$ cat config.mk
export PLATFORM = sky130hd
export DESIGN_NAME = alu_issue_unit
export DESIGN_NICKNAME = d
export VERILOG_FILES = /design/src/rtl/alu_issue_unit.sv
export SDC_FILE = /design/constraint.sdc
export NUM_CORES = 1
export LEC_CHECK = 0
export BUFFER_PORTS_ARGS = -buffer_cell sky130_fd_sc_hd__buf_2
export CAP_MARGIN = 15
export CORE_UTILIZATION = 45
export DETAILED_ROUTE_END_ITERATION = 10
export PLACE_DENSITY = 0.79
export SLEW_MARGIN = 20
export SYNTH_ARGS = -nofsm -noshare
export SYNTH_HDL_FRONTEND = slang
export SYNTH_SLANG_ARGS = --single-unit
$ cat constraint.sdc
create_clock -name Clk -period 3.02 [get_ports Clk]
set_input_delay 0.151 -clock Clk [delete_from_list [all_inputs] [get_ports Clk]]
set_output_delay 0.151 -clock Clk [all_outputs]
set_load 0.03 [all_outputs]
$ cat src/rtl/alu_issue_unit.sv
// alu_issue_unit: registered ALU front end with an in-order response FIFO.
// Define ALU_ISSUE_CHECK_EN to add a per-entry result check and an error counter.
module alu_issue_unit #(
  parameter int DEPTH = 4,
  parameter int DW = 8
) (
  input  logic          Clk,
  input  logic          Reset,
  input  logic          req_valid,
  output logic          req_ready,
  input  logic [DW-1:0] req_a,
  input  logic [DW-1:0] req_b,
  input  logic [2:0]    req_op,
  input  logic [1:0]    req_func,
  output logic [DW-1:0] InputA,
  output logic [DW-1:0] InputB,
  output logic [2:0]    OP,
  output logic [1:0]    Function,
  input  logic [DW-1:0] alu_out,
  input  logic          alu_zero,
  output logic          rsp_valid,
  input  logic          rsp_ready,
  output logic [DW-1:0] rsp_data,
  output logic          rsp_zero,
  output logic          busy
`ifdef ALU_ISSUE_CHECK_EN
  ,
  output logic          rsp_mismatch,
  output logic [7:0]    err_count
`endif
);
  localparam int AW = (DEPTH > 1) ? $clog2(DEPTH) : 1;
  localparam logic [AW:0] DEPTH_C = (AW+1)'(DEPTH);
  localparam logic [AW:0] ONE = (AW+1)'(1);
`ifdef ALU_ISSUE_CHECK_EN
  localparam int EW = DW + 2;
`else
  localparam int EW = DW + 1;
`endif
  typedef enum logic {IDLE, DRIVE} state_t;
  state_t r_state, w_next;
  logic [DW-1:0] r_a, r_b;
  logic [2:0] r_op;
  logic [1:0] r_func;
  logic [EW-1:0] r_mem [DEPTH];
  logic [EW-1:0] r_head, w_entry, w_head_n;
  logic [AW-1:0] r_wptr, r_rptr, w_rptr_n;
  logic [AW:0] r_count, w_count_n;
  logic w_accept, w_push, w_pop;
  always_ff @(posedge Clk)
    if (Reset) r_state <= IDLE;
    else r_state <= w_next;
  always_comb begin
    req_ready = (r_state == IDLE) && (r_count < DEPTH_C);
    w_accept = req_valid && req_ready;
    w_push = r_state == DRIVE;
    w_next = w_push ? IDLE : (w_accept ? DRIVE : IDLE);
  end
  assign busy = r_state == DRIVE;
  assign rsp_valid = r_count != '0;
  assign w_pop = rsp_valid && rsp_ready;
  assign w_rptr_n = w_pop ? r_rptr + AW'(1) : r_rptr;
  assign w_count_n = (w_push && !w_pop) ? r_count + ONE :
                     (!w_push && w_pop) ? r_count - ONE : r_count;
  // A push into a slot the read pointer is about to land on bypasses the memory
  assign w_head_n = (w_push && w_rptr_n == r_wptr) ? w_entry : r_mem[w_rptr_n];
`ifdef ALU_ISSUE_CHECK_EN
  logic [DW-1:0] w_ref;
  logic w_known, w_mm;
  logic [7:0] r_err;
  assign w_known = (r_op == 3'd0) || ((r_op == 3'd2 || r_op == 3'd3) && !r_func[1]);
  assign w_ref = (r_op == 3'd0) ? r_a + r_b :
                 (r_op == 3'd2) ? (r_func[0] ? r_a - r_b : r_a | r_b) :
                 (r_func[0] ? r_a >> r_b : r_a << r_b);
  assign w_mm = w_known && (w_ref != alu_out);
  assign w_entry = {alu_out, alu_zero, w_mm};
  assign rsp_mismatch = r_head[0];
  assign err_count = r_err;
  always_ff @(posedge Clk)
    if (Reset) r_err <= '0;
    else if (w_push && w_mm && r_err != 8'hFF) r_err <= r_err + 8'd1;
`else
  assign w_entry = {alu_out, alu_zero};
`endif
  assign rsp_data = r_head[EW-1 -: DW];
  assign rsp_zero = r_head[EW-DW-1];
  assign InputA = r_a;
  assign InputB = r_b;
  assign OP = r_op;
  assign Function = r_func;
  always_ff @(posedge Clk)
    if (w_push) r_mem[r_wptr] <= w_entry;
  always_ff @(posedge Clk)
    if (Reset) begin
      r_a <= '0;
      r_b <= '0;
      r_op <= '0;
      r_func <= '0;
      r_wptr <= '0;
      r_rptr <= '0;
      r_count <= '0;
      r_head <= '0;
    end else begin
      if (w_accept) begin
        r_a <= req_a;
        r_b <= req_b;
        r_op <= req_op;
        r_func <= req_func;
      end
      if (w_push) r_wptr <= r_wptr + AW'(1);
      r_rptr <= w_rptr_n;
      r_count <= w_count_n;
      if (w_count_n != '0) r_head <= w_head_n;
    end
endmodule

==> run metrics <==
status finished, final reports clean; drt initial violations roughly 160; Setup CP Type flip-flop to flip-flop; clock latency on the worst-skew pair approximately 0.35 ns; first-pass GRT wire length between 10,000 and 15,000 µm; most common cell in the netlist nand2_1; CP Launch Type flip-flop; Setup Buffers After CTS 0; max_cap viols 0; vias in the first global route 2,319; CTS sink cnt 74; Worst EP required approximately 3.3 ns; CORE AREA 0.00729 mm²; post-synth cell types 54; routed vias/inst roughly 5.4; Tot GR Track Use 0.196; Synth top area share 0.315; slowest CP cell mux4_1; Reg2Reg Depth 8; CP max FO 11; die footprint between 0.007 and 0.008 mm²; ys flop type dfxtp_1; row count 31; Final Cycle Share 0.896; Slowest Stage Delay on Critical Path slightly above 0.6 ns; Hold Path Stages 3; CP Cell Sequence inv_1, ha_1, nor2b_2, inv_2, and3_4, xnor2_2, mux4_1, a31oi_1; worst clock skew roughly 0.0095 ns; reg-to-reg critical path startpoint r_count[0]$_SDFF_PP0_; die height 89.3 µm; port buffer count 66; worst hold path type input pin to flip-flop; Yosys warnings 0; Bufs on Longest Clock Path 2; Overflow after GRT 0; top cell type by total area after synthesis edfxtp_1; final setup TNS 0 ns; Syn Std Cell Area 0.00343 mm²; RSZ-0062 raised after global routing no; pwr/cell area between 700 and 800 mW/mm²; vias about 2,600; syn nets between 300 and 400; sequential fraction of the synthesis area 0.537; placer congestion estimate between 0.8 and 0.9; worst reg-to-reg setup slack about 0.31 ns; dpl hpwl approximately 5300 µm; final hold violations 0; post-CTS sizing 0; CTS tree yes; slew margin rel. 0.533; Initial Util 0.470; drt pass-1 iters 4; Horiz. Die Dim ~89 µm; Max Fclk 370 MHz; placed cell count around 470; Routed Antenna Nets 0; post-route DRC violation count 0; H-tree Lvls 3; Num CTS Buffers 9; Peak VDD IR between 300 and 400 µV; Hold Crit Start req_b[3]; Clock transition at path regs 0.08 ns; Syn Area/Cell ~11 µm²; leading post-synthesis cells by cell area edfxtp_1 (32%), dfxtp_1 (22%), nand2_1 (8.1%); Post-Route WL around 7400 µm; CTS root buffer clkbuf_8; # hold bufs at CTS 0; Commonest cells post-synth nand2_1 (74), dfxtp_1 (38), edfxtp_1 (36); Final Slew Violations 0; Tmin final between 2 and 3 ns; worst-margin pin slew roughly 0.70 ns; fin cells between 400 and 500; critical path arrival about 3.0 ns; # nets final around 420; leakage power about 1.6 nW; largest net degree at the start of global routing 30; share of cells above drive strength 1 0.262; Setup crit end kind flip-flop; P&R area growth vs syn 16.1%; initial antenna violation count 0; diode count 0; Post-synth ARST share 0; Reg2Reg Capture Point r_head[6]$_SDFFE_PP0P_; I/O pin count 67; Seq cells post-synth 74; Worst Hold End InputB[3]$_SDFFE_PP0P_; routed len/inst between 15 and 20 µm; Post-synth EDFFs 36; gate count after technology mapping roughly 320; final setup violating endpoints 0
## where the power goes
part           switching (mW)  internal [mW]  leakage [nW]
clock network           0.360          0.428         0.109
registers               0.109           1.17         0.639
logic                   0.712          0.384         0.813
## worst max-delay path, delay by kind of cell, from the launching register on
kind,cells,cell delay (ns)
compound gates,1,0.19
xor+xnor,1,0.30
simple gates,2,0.65
flops,1,0.37
fa+ha+maj,1,0.19
mux,1,0.61
buf+inv,2,0.33
## layout make-up
cell class / instances / area [µm²]
Fill cell: 677 / 3310
Multi-Input combinational cell: 220 / 1440
Clock inverter: 5 / 51.3
Sequential cell: 74 / 1840
Inverter: 8 / 30.0
Clock buffer: 11 / 153
Timing Repair Buffer: 68 / 345
Tap cell: 99 / 124
## sequential cells by signal, summed over array words and instances (netlist names)
signal and count:
r_mem 36, r_head 9, InputA 8, InputB 8, OP 3, r_count 3
Function 2, r_rptr 2, r_wptr 2, busy 1
## worst max path at each step
stage                                      from                     end  cells after the start
after floorplan           r_count[0]$_SDFF_PP0_  r_head[7]$_SDFFE_PP0P_                     12
after global placement    r_count[0]$_SDFF_PP0_  r_head[2]$_SDFFE_PP0P_                      8
after detailed placement  r_count[0]$_SDFF_PP0_  r_head[8]$_SDFFE_PP0P_                      8
after CTS                 r_count[0]$_SDFF_PP0_  r_head[8]$_SDFFE_PP0P_                      8
after global routing      r_count[0]$_SDFF_PP0_  r_head[6]$_SDFFE_PP0P_                      8
final                     r_count[0]$_SDFF_PP0_  r_head[6]$_SDFFE_PP0P_                      8
## metal layers
| layer | track usage | part of all wire | wire length (µm) | vias up |
|---|---|---|---|---|
| li1 | - | - | - | 1286 |
| met1 | 0.256 | 0.43 | 3210 | 1224 |
| met2 | 0.314 | 0.47 | 3510 | 108 |
| met3 | 0.0443 | 0.081 | 599 | 10 |
| met4 | 0.0880 | 0.013 | 97 | 0 |
| met5 | 0 | 0 | 0 | - |
## logic make-up after synthesis
family          count (synthesis)  synth area share
simple gates                  116             0.153
compound gates                 75             0.155
flops                          74             0.537
buf+inv                        30            0.0445
mux                            16            0.0668
fa+ha+maj                       7            0.0255
xor+xnor                        6            0.0175
## layout by cell type, fill, tap and decap left out, types with 2 or more instances in the layout
cell	count
a21boi_0	4
a21oi_1	21
a31oi_1	9
and2_1	6
buf_2	66
buf_4	2
clkbuf_8	9
clkinv_2	3
dfxtp_1	38
edfxtp_1	36
ha_1	7
inv_1	6
mux2_2	6
mux2i_1	6
mux4_1	3
nand2_1	74
nand2b_1	6
nand3_1	5
nand4_1	4
nor2_1	10
o211ai_1	5
o21ai_0	10
o311ai_0	4
o41ai_1	9
or3_1	2
xnor2_1	3
xor2_1	2
## metrics by stage
stage	hold slack (ns)	cell area [µm²]	utilization	power, mW	worst slack, ns
floorplan	0.250	3430	-	2.18	0.834
global placement	0.390	3780	0.518	2.35	0.496
detailed placement	0.398	3780	0.518	2.39	0.387
CTS	0.0217	3980	0.546	3.17	0.360
global route	0.0169	3980	0.546	3.34	0.179
finish	0.0369	3980	0.546	3.16	0.315
Note: power is estimated with default switching activity, not from simulation.
